File: config.mk
export PLATFORM = sky130hd
export DESIGN_NAME = mesi_isc_broad_multi_flat
export DESIGN_NICKNAME = d
export VERILOG_FILES = /design/src/rtl/mesi_isc_broad_multi_if.sv /design/src/rtl/mesi_isc_broad_multi.sv /design/src/flat_wrapper.sv
export SDC_FILE = /design/constraint.sdc
export NUM_CORES = 1
export LEC_CHECK = 0
export BUFFER_PORTS_ARGS = -buffer_cell sky130_fd_sc_hd__buf_2
export CORE_UTILIZATION = 45
export DETAILED_ROUTE_END_ITERATION = 10
export HOLD_SLACK_MARGIN = 0.15
export MAX_ROUTING_LAYER = met4
export PLACE_DENSITY = 0.69
export SETUP_SLACK_MARGIN = 0.05
export SYNTH_ARGS = -nofsm -noshare
export SYNTH_HDL_FRONTEND = slang
export SYNTH_SLANG_ARGS = --single-unit
File: constraint.sdc
create_clock -name clk -period 3.9 [get_ports clk]
set_input_delay 0.585 -clock clk [delete_from_list [all_inputs] [get_ports clk]]
set_output_delay 0.585 -clock clk [all_outputs]
set_load 0.01 [all_outputs]
File: src/rtl/mesi_isc_broad_multi_if.sv
// Bus bundle for mesi_isc_broad_multi: broadcast request push, per-CPU coherence
// commands/acks and FIFO/completion status.
interface mesi_isc_broad_multi_if #(
  parameter int CBUS_CMD_WIDTH   = 3,
  parameter int ADDR_WIDTH       = 32,
  parameter int BROAD_TYPE_WIDTH = 2,
  parameter int BROAD_ID_WIDTH   = 5,
  parameter int NUM_CPUS         = 4,
  parameter int CPU_ID_WIDTH     = 2,
  parameter int FIFO_DEPTH_LOG2  = 2
);
  logic [NUM_CPUS-1:0]                cbus_ack_array_i;
  logic                               broad_fifo_wr_i;
  logic [ADDR_WIDTH-1:0]              broad_addr_i;
  logic [BROAD_TYPE_WIDTH-1:0]        broad_type_i;
  logic [CPU_ID_WIDTH-1:0]            broad_cpu_id_i;
  logic [BROAD_ID_WIDTH-1:0]          broad_id_i;
  logic [ADDR_WIDTH-1:0]              cbus_addr_o;
  logic [NUM_CPUS*CBUS_CMD_WIDTH-1:0] cbus_cmd_array_o;
  logic                               fifo_status_full_o;
  logic                               fifo_status_almost_full_o;
  logic [FIFO_DEPTH_LOG2:0]           fifo_count_o;
  logic                               broad_done_o;
  logic [BROAD_ID_WIDTH-1:0]          broad_done_id_o;
  logic                               timeout_err_o;

  modport master (
    output cbus_ack_array_i, broad_fifo_wr_i, broad_addr_i, broad_type_i,
           broad_cpu_id_i, broad_id_i,
    input  cbus_addr_o, cbus_cmd_array_o, fifo_status_full_o,
           fifo_status_almost_full_o, fifo_count_o, broad_done_o,
           broad_done_id_o, timeout_err_o
  );

  modport slave (
    input  cbus_ack_array_i, broad_fifo_wr_i, broad_addr_i, broad_type_i,
           broad_cpu_id_i, broad_id_i,
    output cbus_addr_o, cbus_cmd_array_o, fifo_status_full_o,
           fifo_status_almost_full_o, fifo_count_o, broad_done_o,
           broad_done_id_o, timeout_err_o
  );
endinterface

File: src/rtl/mesi_isc_broad_multi.sv
// Broadcast unit: request FIFO, snoop of all non-initiating CPUs, then grant to initiator.
// Optional acknowledge timeout enabled by defining MESI_ISC_BROAD_ACK_TIMEOUT_EN.
module mesi_isc_broad_multi #(
  parameter int CBUS_CMD_WIDTH   = 3,
  parameter int ADDR_WIDTH       = 32,
  parameter int BROAD_TYPE_WIDTH = 2,
  parameter int BROAD_ID_WIDTH   = 5,
  parameter int NUM_CPUS         = 4,
  parameter int CPU_ID_WIDTH     = 2,
  parameter int FIFO_DEPTH       = 4,
  parameter int FIFO_DEPTH_LOG2  = 2,
  parameter int ALMOST_FULL_LVL  = 3,
  parameter int ACK_TIMEOUT      = 255
) (
  input logic clk,
  input logic rst,
  mesi_isc_broad_multi_if.slave bus
);
  // state    | meaning
  // ST_IDLE  | waiting for a FIFO head entry
  // ST_SNOOP | snoop commands to every CPU not yet in the ack mask
  // ST_GRANT | write/read enable to the initiator, waiting for its ack
  // ST_POP   | retire head entry, done pulse
  typedef enum logic [1:0] {ST_IDLE, ST_SNOOP, ST_GRANT, ST_POP} state_t;

  localparam int CW = FIFO_DEPTH_LOG2 + 1;
  localparam logic [CW-1:0] DEPTH_CNT  = CW'(FIFO_DEPTH);
  localparam logic [CW-1:0] ALMOST_CNT = CW'(ALMOST_FULL_LVL);
  localparam logic [BROAD_TYPE_WIDTH-1:0] TYPE_WR = BROAD_TYPE_WIDTH'(1);
  localparam logic [BROAD_TYPE_WIDTH-1:0] TYPE_RD = BROAD_TYPE_WIDTH'(2);
  localparam logic [CBUS_CMD_WIDTH-1:0] CMD_WR_SNOOP = CBUS_CMD_WIDTH'(1);
  localparam logic [CBUS_CMD_WIDTH-1:0] CMD_RD_SNOOP = CBUS_CMD_WIDTH'(2);
  localparam logic [CBUS_CMD_WIDTH-1:0] CMD_EN_WR    = CBUS_CMD_WIDTH'(3);
  localparam logic [CBUS_CMD_WIDTH-1:0] CMD_EN_RD    = CBUS_CMD_WIDTH'(4);

  if (NUM_CPUS < 2 || NUM_CPUS > 16 || (1 << FIFO_DEPTH_LOG2) != FIFO_DEPTH ||
      (1 << CPU_ID_WIDTH) < NUM_CPUS || ACK_TIMEOUT < 1) begin : g_bad_params
    $error("mesi_isc_broad_multi: illegal parameter set");
  end

  state_t state, state_next;

  logic [ADDR_WIDTH-1:0]       fifo_addr [FIFO_DEPTH];
  logic [BROAD_TYPE_WIDTH-1:0] fifo_type [FIFO_DEPTH];
  logic [CPU_ID_WIDTH-1:0]     fifo_cpu  [FIFO_DEPTH];
  logic [BROAD_ID_WIDTH-1:0]   fifo_id   [FIFO_DEPTH];
  logic [FIFO_DEPTH_LOG2-1:0]  wr_ptr, rd_ptr;
  logic [CW-1:0]               count;
  logic fifo_empty, fifo_full, fifo_push, fifo_pop;

  logic [ADDR_WIDTH-1:0]       head_addr;
  logic [BROAD_TYPE_WIDTH-1:0] head_type;
  logic [CPU_ID_WIDTH-1:0]     head_cpu;
  logic [BROAD_ID_WIDTH-1:0]   head_id;
  logic head_valid, cpu_in_range, grant_ack, timeout_hit;
  logic [NUM_CPUS-1:0] ack_mask, init_onehot;
  logic [NUM_CPUS*CBUS_CMD_WIDTH-1:0] cmd;

  assign fifo_empty = (count == '0);
  assign fifo_full  = (count == DEPTH_CNT);
  assign fifo_pop   = (state == ST_POP);
  // A pop in the same cycle frees the slot, so a push into a full FIFO is still taken.
  assign fifo_push  = bus.broad_fifo_wr_i && (!fifo_full || fifo_pop);

  assign head_addr  = fifo_addr[rd_ptr];
  assign head_type  = fifo_type[rd_ptr];
  assign head_cpu   = fifo_cpu[rd_ptr];
  assign head_id    = fifo_id[rd_ptr];
  assign head_valid = (head_type == TYPE_WR) || (head_type == TYPE_RD);
  assign cpu_in_range = (int'(head_cpu) < NUM_CPUS);

  always_comb begin
    init_onehot = '0;
    for (int i = 0; i < NUM_CPUS; i++)
      init_onehot[i] = cpu_in_range && (int'(head_cpu) == i);
  end

  assign grant_ack = |(bus.cbus_ack_array_i & init_onehot);

  always_ff @(posedge clk) begin
    if (fifo_push) begin
      fifo_addr[wr_ptr] <= bus.broad_addr_i;
      fifo_type[wr_ptr] <= bus.broad_type_i;
      fifo_cpu[wr_ptr]  <= bus.broad_cpu_id_i;
      fifo_id[wr_ptr]   <= bus.broad_id_i;
    end
  end

  always_ff @(posedge clk or posedge rst) begin
    if (rst) begin
      wr_ptr <= '0;
      rd_ptr <= '0;
      count  <= '0;
    end else begin
      if (fifo_push) wr_ptr <= wr_ptr + 1'b1;
      if (fifo_pop)  rd_ptr <= rd_ptr + 1'b1;
      case ({fifo_push, fifo_pop})
        2'b10:   count <= count + 1'b1;
        2'b01:   count <= count - 1'b1;
        default: count <= count;
      endcase
    end
  end

  always_ff @(posedge clk or posedge rst) begin
    if (rst) state <= ST_IDLE;
    else     state <= state_next;
  end

  always_comb begin
    state_next = state;
    case (state)
      ST_IDLE:
        if (!fifo_empty) state_next = head_valid ? ST_SNOOP : ST_POP;
      ST_SNOOP:
        if (&(ack_mask | bus.cbus_ack_array_i)) state_next = cpu_in_range ? ST_GRANT : ST_POP;
        else if (timeout_hit)                   state_next = ST_POP;
      ST_GRANT:
        if (grant_ack || timeout_hit) state_next = ST_POP;
      default:
        state_next = ST_IDLE;
    endcase
  end

  // Mask is preloaded with the initiator while idle so it is ready on SNOOP entry.
  always_ff @(posedge clk or posedge rst) begin
    if (rst) ack_mask <= '0;
    else begin
      case (state)
        ST_IDLE:  ack_mask <= init_onehot;
        ST_SNOOP: ack_mask <= ack_mask | bus.cbus_ack_array_i;
        default:  ack_mask <= '0;
      endcase
    end
  end

`ifdef MESI_ISC_BROAD_ACK_TIMEOUT_EN
  localparam int TW = $clog2(ACK_TIMEOUT + 1);
  logic [TW-1:0] to_cnt;
  logic to_flag, waiting, ack_accept, entering;

  assign waiting    = (state == ST_SNOOP) || (state == ST_GRANT);
  assign ack_accept = (state == ST_SNOOP) ? |(bus.cbus_ack_array_i & ~ack_mask)
                                          : (state == ST_GRANT) && grant_ack;
  assign entering   = ((state_next == ST_SNOOP) || (state_next == ST_GRANT)) &&
                      (state_next != state);
  assign timeout_hit = waiting && (to_cnt == '0) && !ack_accept;

  always_ff @(posedge clk or posedge rst) begin
    if (rst) begin
      to_cnt  <= '0;
      to_flag <= 1'b0;
    end else begin
      if (entering || ack_accept)          to_cnt <= TW'(ACK_TIMEOUT - 1);
      else if (waiting && to_cnt != '0)    to_cnt <= to_cnt - 1'b1;
      to_flag <= timeout_hit;
    end
  end

  assign bus.timeout_err_o = fifo_pop && to_flag;
`else
  assign timeout_hit       = 1'b0;
  assign bus.timeout_err_o = 1'b0;
`endif

  always_comb begin
    cmd = '0;
    for (int i = 0; i < NUM_CPUS; i++) begin
      if (state == ST_SNOOP && !ack_mask[i])
        cmd[i*CBUS_CMD_WIDTH +: CBUS_CMD_WIDTH] = (head_type == TYPE_WR) ? CMD_WR_SNOOP : CMD_RD_SNOOP;
      else if (state == ST_GRANT && init_onehot[i])
        cmd[i*CBUS_CMD_WIDTH +: CBUS_CMD_WIDTH] = (head_type == TYPE_WR) ? CMD_EN_WR : CMD_EN_RD;
    end
  end

  assign bus.cbus_cmd_array_o          = cmd;
  assign bus.cbus_addr_o               = fifo_empty ? '0 : head_addr;
  assign bus.fifo_count_o              = count;
  assign bus.fifo_status_full_o        = fifo_full;
  assign bus.fifo_status_almost_full_o = (count >= ALMOST_CNT);
  assign bus.broad_done_o              = fifo_pop;
  assign bus.broad_done_id_o           = fifo_pop ? head_id : '0;
endmodule
File: src/flat_wrapper.sv
// flat-port wrapper written by rule: the top's interface ports become plain ports
module mesi_isc_broad_multi_flat 
#(
  parameter int CBUS_CMD_WIDTH   = 3,
  parameter int ADDR_WIDTH       = 32,
  parameter int BROAD_TYPE_WIDTH = 2,
  parameter int BROAD_ID_WIDTH   = 5,
  parameter int NUM_CPUS         = 4,
  parameter int CPU_ID_WIDTH     = 2,
  parameter int FIFO_DEPTH       = 4,
  parameter int FIFO_DEPTH_LOG2  = 2,
  parameter int ALMOST_FULL_LVL  = 3,
  parameter int ACK_TIMEOUT      = 255
)
  (clk, rst, bus_cbus_ack_array_i, bus_broad_fifo_wr_i, bus_broad_addr_i, bus_broad_type_i, bus_broad_cpu_id_i, bus_broad_id_i, bus_cbus_addr_o, bus_cbus_cmd_array_o, bus_fifo_status_full_o, bus_fifo_status_almost_full_o, bus_fifo_count_o, bus_broad_done_o, bus_broad_done_id_o, bus_timeout_err_o);
  mesi_isc_broad_multi_if #(.CBUS_CMD_WIDTH(CBUS_CMD_WIDTH), .ADDR_WIDTH(ADDR_WIDTH), .BROAD_TYPE_WIDTH(BROAD_TYPE_WIDTH), .BROAD_ID_WIDTH(BROAD_ID_WIDTH), .NUM_CPUS(NUM_CPUS), .CPU_ID_WIDTH(CPU_ID_WIDTH), .FIFO_DEPTH_LOG2(FIFO_DEPTH_LOG2)) bus_i ();
  input logic clk;
  input logic rst;
  input wire logic [$bits(bus_i.cbus_ack_array_i)-1:0] bus_cbus_ack_array_i;
  input wire logic [$bits(bus_i.broad_fifo_wr_i)-1:0] bus_broad_fifo_wr_i;
  input wire logic [$bits(bus_i.broad_addr_i)-1:0] bus_broad_addr_i;
  input wire logic [$bits(bus_i.broad_type_i)-1:0] bus_broad_type_i;
  input wire logic [$bits(bus_i.broad_cpu_id_i)-1:0] bus_broad_cpu_id_i;
  input wire logic [$bits(bus_i.broad_id_i)-1:0] bus_broad_id_i;
  output wire logic [$bits(bus_i.cbus_addr_o)-1:0] bus_cbus_addr_o;
  output wire logic [$bits(bus_i.cbus_cmd_array_o)-1:0] bus_cbus_cmd_array_o;
  output wire logic [$bits(bus_i.fifo_status_full_o)-1:0] bus_fifo_status_full_o;
  output wire logic [$bits(bus_i.fifo_status_almost_full_o)-1:0] bus_fifo_status_almost_full_o;
  output wire logic [$bits(bus_i.fifo_count_o)-1:0] bus_fifo_count_o;
  output wire logic [$bits(bus_i.broad_done_o)-1:0] bus_broad_done_o;
  output wire logic [$bits(bus_i.broad_done_id_o)-1:0] bus_broad_done_id_o;
  output wire logic [$bits(bus_i.timeout_err_o)-1:0] bus_timeout_err_o;
  assign bus_i.cbus_ack_array_i = bus_cbus_ack_array_i;
  assign bus_i.broad_fifo_wr_i = bus_broad_fifo_wr_i;
  assign bus_i.broad_addr_i = bus_broad_addr_i;
  assign bus_i.broad_type_i = bus_broad_type_i;
  assign bus_i.broad_cpu_id_i = bus_broad_cpu_id_i;
  assign bus_i.broad_id_i = bus_broad_id_i;
  assign bus_cbus_addr_o = bus_i.cbus_addr_o;
  assign bus_cbus_cmd_array_o = bus_i.cbus_cmd_array_o;
  assign bus_fifo_status_full_o = bus_i.fifo_status_full_o;
  assign bus_fifo_status_almost_full_o = bus_i.fifo_status_almost_full_o;
  assign bus_fifo_count_o = bus_i.fifo_count_o;
  assign bus_broad_done_o = bus_i.broad_done_o;
  assign bus_broad_done_id_o = bus_i.broad_done_id_o;
  assign bus_timeout_err_o = bus_i.timeout_err_o;
  mesi_isc_broad_multi #(.CBUS_CMD_WIDTH(CBUS_CMD_WIDTH), .ADDR_WIDTH(ADDR_WIDTH), .BROAD_TYPE_WIDTH(BROAD_TYPE_WIDTH), .BROAD_ID_WIDTH(BROAD_ID_WIDTH), .NUM_CPUS(NUM_CPUS), .CPU_ID_WIDTH(CPU_ID_WIDTH), .FIFO_DEPTH(FIFO_DEPTH), .FIFO_DEPTH_LOG2(FIFO_DEPTH_LOG2), .ALMOST_FULL_LVL(ALMOST_FULL_LVL), .ACK_TIMEOUT(ACK_TIMEOUT)) u_core (.clk(clk), .rst(rst), .bus(bus_i));
endmodule
Word-level counts from Yosys, hierarchy flattened
Memory sizes are Yosys's and may differ from the RTL's.
Index checks and enable logic that the tools add are counted.
{"block": "op_classes", "add_sub_neg": 4, "order_cmp": 1, "eq_ne": 14, "n_mux": 21, "n_bitwise": 2, "reduce_logical": 23}
{"op": "32-bit 2-to-1 mux", "count": 1}
{"op": "3-bit 2-to-1 mux", "count": 9}
{"op": "2-bit equality test (second input constant)", "count": 6}
{"op": "2-bit 2-to-1 mux", "count": 5}
{"op": "1-bit logical AND", "count": 9}
{"op": "2-bit by 1-bit equality test with 1-bit output (second input constant)", "count": 4}
{"op": "4-bit one-hot mux with 2 select lines", "count": 1}
{"op": "2-bit one-hot mux with 3 select lines", "count": 1}
{"op": "3-bit one-hot mux with 2 select lines", "count": 1}
{"op": "1-bit logical NOT", "count": 5}
{"op": "5-bit 2-to-1 mux", "count": 1}
{"op": "2-bit by 1-bit adder with 2-bit output (second input constant)", "count": 2}
{"op": "4-bit bitwise AND", "count": 1}
{"op": "2-bit logical NOT", "count": 2}
{"op": "2-bit by 1-bit != test with 1-bit output (second input constant)", "count": 2}
{"op": "4-bit bitwise OR", "count": 1}
{"op": "4-bit AND reduction", "count": 1}
{"op": "4-bit OR reduction", "count": 1}
{"op": "3-bit by 1-bit adder with 3-bit output (second input constant)", "count": 1}
{"op": "3-bit equality test (second input constant)", "count": 1}
{"op": "3-bit by 2-bit greater-or-equal comparator with 1-bit output (second input constant)", "count": 1}
{"op": "3-bit logical NOT", "count": 1}
{"op": "3-bit AND reduction", "count": 1}
{"op": "3-bit by 1-bit subtractor with 3-bit output (second input constant)", "count": 1}
{"op": "other kinds (4)", "count": 6}
{"block": "totals", "ff_bits": 13, "mem_bits_rw": 164, "in_bits": 48, "out_inout_bits": 56, "elab_cells": 74, "memories": 4}
{"name": "u_core.fifo_addr", "words": 4, "word_bits": 32, "read_ports": 1, "rd_clocked_by_memory_dff": 0, "wr": 1, "line_no": "mesi_isc_broad_multi.sv:43", "text": "logic [ADDR_WIDTH-1:0] fifo_addr [FIFO_DEPTH];"}
{"name": "u_core.fifo_id", "words": 4, "word_bits": 5, "read_ports": 1, "rd_clocked_by_memory_dff": 0, "wr": 1, "line_no": "mesi_isc_broad_multi.sv:46", "text": "logic [BROAD_ID_WIDTH-1:0] fifo_id [FIFO_DEPTH];"}
{"name": "u_core.fifo_cpu", "words": 4, "word_bits": 2, "read_ports": 1, "rd_clocked_by_memory_dff": 0, "wr": 1, "line_no": "mesi_isc_broad_multi.sv:45", "text": "logic [CPU_ID_WIDTH-1:0] fifo_cpu [FIFO_DEPTH];"}
{"name": "u_core.fifo_type", "words": 4, "word_bits": 2, "read_ports": 1, "rd_clocked_by_memory_dff": 0, "wr": 1, "line_no": "mesi_isc_broad_multi.sv:44", "text": "logic [BROAD_TYPE_WIDTH-1:0] fifo_type [FIFO_DEPTH];"}

Longest topological paths before layout
{"block": "depth", "ltp_word": 6, "ltp_mapped": 8, "depth_no_buf": 7}

Worst setup path before layout
Ideal clock, no wire load.
{"block": "synth_path", "path_kind": "register -> register", "from": "reg u_core.state[0]", "to": "mem u_core.fifo_addr[0][0] (enable)", "setup_time_ns": 0.402, "arrival_ns": 2.185, "required_time_ns": 3.498, "slack_ns": 1.312, "path_stages_with_launch": 5, "n_path_buf": 1, "synth_period_minus_slack_ns": 2.588, "path_cell_list": "dfrtp_1 > ha_1 > clkbuf_1 > o21a_1 > and2_1"}
{"block": "synth_between", "elab_chain_len": 5}
{"item": "start: declaration", "line_no": "mesi_isc_broad_multi.sv:41", "text": "state_t state, state_next;"}
{"item": "start signal: assignment", "line_no": "mesi_isc_broad_multi.sv:107", "text": "else state <= state_next;"}
{"item": "2-bit equality test", "line_no": "mesi_isc_broad_multi.sv:61", "text": "assign fifo_pop = (state == ST_POP);"}
{"item": "named net bus_broad_done_o", "line_no": "flat_wrapper.sv:30", "text": "output wire logic [$bits(bus_i.broad_done_o)-1:0] bus_broad_done_o;"}
{"item": "1-bit logical OR", "line_no": "mesi_isc_broad_multi.sv:63", "text": "assign fifo_push = bus.broad_fifo_wr_i && (!fifo_full || fifo_pop);"}
{"item": "1-bit logical AND", "line_no": "mesi_isc_broad_multi.sv:63"}
{"item": "1-bit 2-to-1 mux", "line_no": "mesi_isc_broad_multi.sv:81", "text": "if (fifo_push) begin"}
{"item": "1-bit 2-to-1 mux (implied by the code)", "line_no": "mesi_isc_broad_multi.sv:82", "text": "fifo_addr[wr_ptr] <= bus.broad_addr_i;"}
{"item": "end: declaration", "line_no": "mesi_isc_broad_multi.sv:43"}
The timed path passes the listed nets, and every way through them passes these cells.

Final worst setup path
{"block": "layout_path", "from": "reg u_core.rd_ptr[0]", "to": "out bus_cbus_cmd_array_o[4]"}
{"block": "layout_between", "elab_chain_len": 5, "elab_cells_between_ends": 9, "classes_between": "eq/ne (2); mux (4); reduce/logical (1); memory (2)"}
{"item": "start: declaration", "line_no": "mesi_isc_broad_multi.sv:47", "text": "logic [FIFO_DEPTH_LOG2-1:0] wr_ptr, rd_ptr;"}
{"item": "start signal: assignment", "line_no": "mesi_isc_broad_multi.sv:96", "text": "if (fifo_pop) rd_ptr <= rd_ptr + 1'b1;"}
{"item": "memory 4 x 2 bit (on tied branches)"}
{"item": "2-bit by 1-bit equality test with 1-bit output or 2-bit equality test (tied branches)", "line_no": "mesi_isc_broad_multi.sv:170, mesi_isc_broad_multi.sv:172, mesi_isc_broad_multi.sv:75"}
{"item": "3-bit 2-to-1 mux or 1-bit logical AND (tied branches)", "line_no": "mesi_isc_broad_multi.sv:172, mesi_isc_broad_multi.sv:171"}
{"item": "3-bit 2-to-1 mux", "line_no": "mesi_isc_broad_multi.sv:171", "text": "else if (state == ST_GRANT && init_onehot[i])"}
{"item": "3-bit 2-to-1 mux *", "line_no": "mesi_isc_broad_multi.sv:169", "text": "if (state == ST_SNOOP && !ack_mask[i])"}
{"item": "end: declaration", "line_no": "flat_wrapper.sv:26", "text": "output wire logic [$bits(bus_i.cbus_cmd_array_o)-1:0] bus_cbus_cmd_array_o;"}
Every way passes the cells marked *; elsewhere a longest branch is shown, timed or not.

==> results <==
- After detailed routing, the average wire length per cell comes to ~18 µm.
- The classification of the worst-slack hold path is in2async.
- The clock latency reported for the late side of the worst-skew pair is 0.42 ns.
- The post-synthesis share of cell area spent on and, or, nand and nor gates is between 6 and 7%.
- The parity-gate share of the synthesized area counting xor and xnor cells is less than 1%.
- The cell type with the highest aggregate area in the netlist is edfxtp_1.
- Summing the areas of all compound-gate instances in the mapped netlist gives 1.96% of the synthesized area.
- The floorplan step set the die height to between 100 and 150 µm.
- The worst pin sits at a relative slew slack of between 50% and 60%.
- The minimum clock period after layout is 3.13 ns.
- Entering global routing, the biggest net connects 34 pins.
- In the final routing, the length of wire on met1 measures around 5500 µm.
- The placed instance area is 7960 µm².
- The final routed DRC violation total is 0.
- The aggregate global routing overflow is 0.
- Setup repair after global routing left no endpoint under its margin.
- The worst setup path is launched from a register.
- Ranked by total cell area, the synthesized netlist is headed by edfxtp_1 (69%), mux4_2 (13%), dfrtp_1 (4.5%), nor2b_1 (3.1%), ha_1 (1.7%).
- The classification of the worst setup path is reg2out.
- The maximum net fanout on the critical path is 21.
- The cell area power density is 777 nW/µm².
- After the last flow step, the layout net total stands at approximately 550.
- In the routed layout, each cell is associated on average with a via count of between 5 and 6.
- Input and output buffers added on the ports amount to between 100 and 150.
- For the pin with the worst max-slew slack, the measured transition is 0.736 ns.
- For this run, asynchronously set or reset flops after synthesis account for about 7.3%.
- The congestion estimate from routability-driven global placement came to 0.794.
- The CTS tree is built.
- STA puts the critical path data arrival time at 2.55 ns.
- The worst setup path is captured at an output port.
- The number of setup buffers added after CTS is 0.
- After technology mapping, the gate count stands at 376.
- Detailed placement finished with a half-perimeter wire length of between 8000 and 9000 µm.
- In this run, distinct cell masters in the synthesized netlist total 34.
- Of the post-synthesis cell area, the dominant cell type holds between 60% and 70%.
- After routing the design area is 8520 µm².
- The critical path goes through mux4_2, inv_1, ha_1, nand2_1, o22ai_1, buf_2.
- The area inside the core boundary is 15400 µm².
- Sequential cells were found to cover 73.3% of the synthesized design area.
- For this design, the slowest cell found on the critical path is dfrtp_4.
- Detailed routing placed a total of about 6500 µm of wire on met2.
- The synthesis-to-layout area growth is 19.0%.
- The depth of the worst register-to-register path is 4.
- The post-cts gate resize count is 0.
- The final worst clock skew is 0.00533 ns.
- The clock-pin slew on the worst setup and hold paths is ~0.060 ns.
- Counting instances in the post-synthesis netlist gives the leading cell types as edfxtp_1 (164), mux4_2 (41), nor2b_1 (35).
- The total nets after synthesis is ~440.
- The root cell of the clock tree is clkbuf_16.
- The maximum clock path buffer count is 2.
- The startpoint of the lowest-slack register-to-register path is u_core.state[0].
- In the global route stage, overall resource usage came out at 17.9%.
- Timing would allow up to around 320 MHz.
- VDD sags by at most around 0.4 mV.
- After Yosys synthesis, full adders, half adders and majority gates account for 2.03% of the synthesized area.
- The routed design uses approximately 940 µm of met3 wire.
- Counting every sink on the clock net gives approximately 180.
- The first detailed-routing pass took 4 iterations.
- Multiplexer cells account for roughly 14% of the synthesized area.
- The hold violation total from the final report is 0.
- The Yosys step of the flow raised 0 warnings.
- The run finished with clean final reports.
- The critical path startpoint is u_core.rd_ptr[0].
- The total negative slack for setup checks is 0 ns.
- The part of the cycle the worst path needs is between 80% and 90%.
- The synthesized design contains ~160 enable-type register cells.
- The data required time of the worst path is 3.31 ns.
- The cell leakage power is around 3.1 nW.
- The die area is approximately 16000 µm².
- The ratio of cells with drive above 1 in the final layout is between 30% and 40%.
- The synthesized area per cell is between 15 and 20 µm².
- The number of pins exceeding their max-slew limit in the final report is 0.
- The number of clock buffers added by TritonCTS is 17.
- The netlist area before placement is around 7200 µm².
- Setup violations remaining at the end of the flow were counted as 0.
- The via count is 3727.
- The via count of the first global-routing pass came to approximately 3800.
- between 100 and 150 I/O pins were placed.
- The number of max-cap violations is 0.
- The post-cts hold buffer count is 0.
- Once the floorplan was initialized, standard cells occupied 46.6% of the core.
- Among all flip-flop cells after synthesis, the most frequent one is edfxtp_1.
- The first global-routing pass estimated around 21000 µm of wire.
- The number of antenna violations at the first check in global routing is 2.
- Routed signal wires occupy layers up through met4.
- By instance count, the leading cell after synthesis is edfxtp_1.
- By area, the combinational part of the netlist is dominated by multiplexers.
- The final antenna-violating net count is 0.
- Setup slack on the worst reg-to-reg path comes out at between 1 and 1.5 ns.
- The longest individual stage delay on the worst path is ~0.7 ns.
- The x dimension of the die is 128 µm.
- CTS built an H-tree with a depth of 4.
- The total number of placement rows is between 40 and 50.
- After synthesis the netlist holds a flip-flop and latch count of 177.
- The wire length after detailed routing is 13200 µm.
- The violation count after the first detailed-routing iteration is between 200 and 250.
[registers in the layout (all words and copies together), names as in the netlist]
signal and flops:
u_core.wr_ptr 2, u_core.ack_mask 4, u_core.state 2, u_core.fifo_cpu 8, u_core.bus.fifo_count_o 3, u_core.rd_ptr 2, u_core.fifo_addr 128, u_core.fifo_id 20
u_core.fifo_type 8
[path summary, 6_finish.rpt]
| check | end |
|---|---|
| setup / recovery | bus_cbus_cmd_array_o[4] |
| hold / removal | u_core.ack_mask[3] |
| setup reg to reg | u_core.fifo_id[3][0] |
| hold reg to reg | u_core.ack_mask[1] |
| max in group asynchronous | u_core.rd_ptr[0] |
| min in group clk | u_core.fifo_addr[1][19] |
[cells in the final DEF, fill, tap and decap left out, drive strengths merged, types with 2 or more instances in the layout]
cell	count
inv	14
o21ai	6
o22ai	6
buf	114
nor2b	35
mux2	2
clkinv	5
edfxtp	164
and2	10
nor2	8
a21oi	3
xnor2	4
ha	10
dfrtp	13
mux4	41
clkinvlp	4
nor3	2
mux2i	4
nand2b	5
clkbuf	18
diode	2
a21boi	4
nand2	23
[metrics by stage]
step / setup slack, ns / power, mW / util (%) / hold WS (ns) / instances
after global routing: 0.582 / 7.01 / 55.4 / 0.235 / 718
after global placement: 1.20 / 5.06 / 51.8 / 0.504 / 684
after CTS: 0.726 / 6.71 / 55.4 / 0.199 / 716
after detailed placement: 1.19 / 5.10 / 51.8 / 0.513 / 684
final: 0.767 / 6.62 / 55.4 / 0.197 / 718
after floorplan: 1.31 / 4.30 / - / 0.462 / 376
[area by class of cell]
type,instances,area (µm²)
clock buffers,18,429
clock inverters,14,134
well taps,211,264
repair buffers,114,601
multi-input cells,172,1800
fillers,1178,6850
diodes,2,5.00
flip-flops and latches,177,5260
inverters,10,37.5
[cells by family after synthesis]
| kind of cell | after synthesis |
|---|---|
| multiplexers | 47 |
| flip-flops | 177 |
| buffers and inverters | 27 |
| XOR/XNOR | 5 |
| other | 1 |
| AND/OR/NAND/NOR | 86 |
| AO/OA/AOI/OAI | 22 |
| adder cells (fa/ha/maj) | 11 |
[layer usage]
layer  vias to the layer above  GRT usage [%]
met3                        18           6.01
met5                         -              -
li1                       1691              -
met4                         0           6.44
met2                       107           28.5
met1                      1911           21.4
[critical path: cells and delay by family, from the launching register on]
family / cells / cell delay (ns)
and+or+nand+nor: 1 / 0.17
adders and majority gates: 1 / 0.32
AOI/OAI and AO/OA: 1 / 0.15
DFF: 1 / 0.70
muxes: 1 / 0.55
buffers and inverters: 2 / 0.22
[report_power, final]
part	switching, mW	internal, mW	leakage, nW
clock	0.710	0.888	0.265
sequential	0.248	2.52	1.66
combinational	1.17	1.08	1.19
total	2.13	4.49	3.12
No activity file was read; power rests on OpenSTA's default activity.
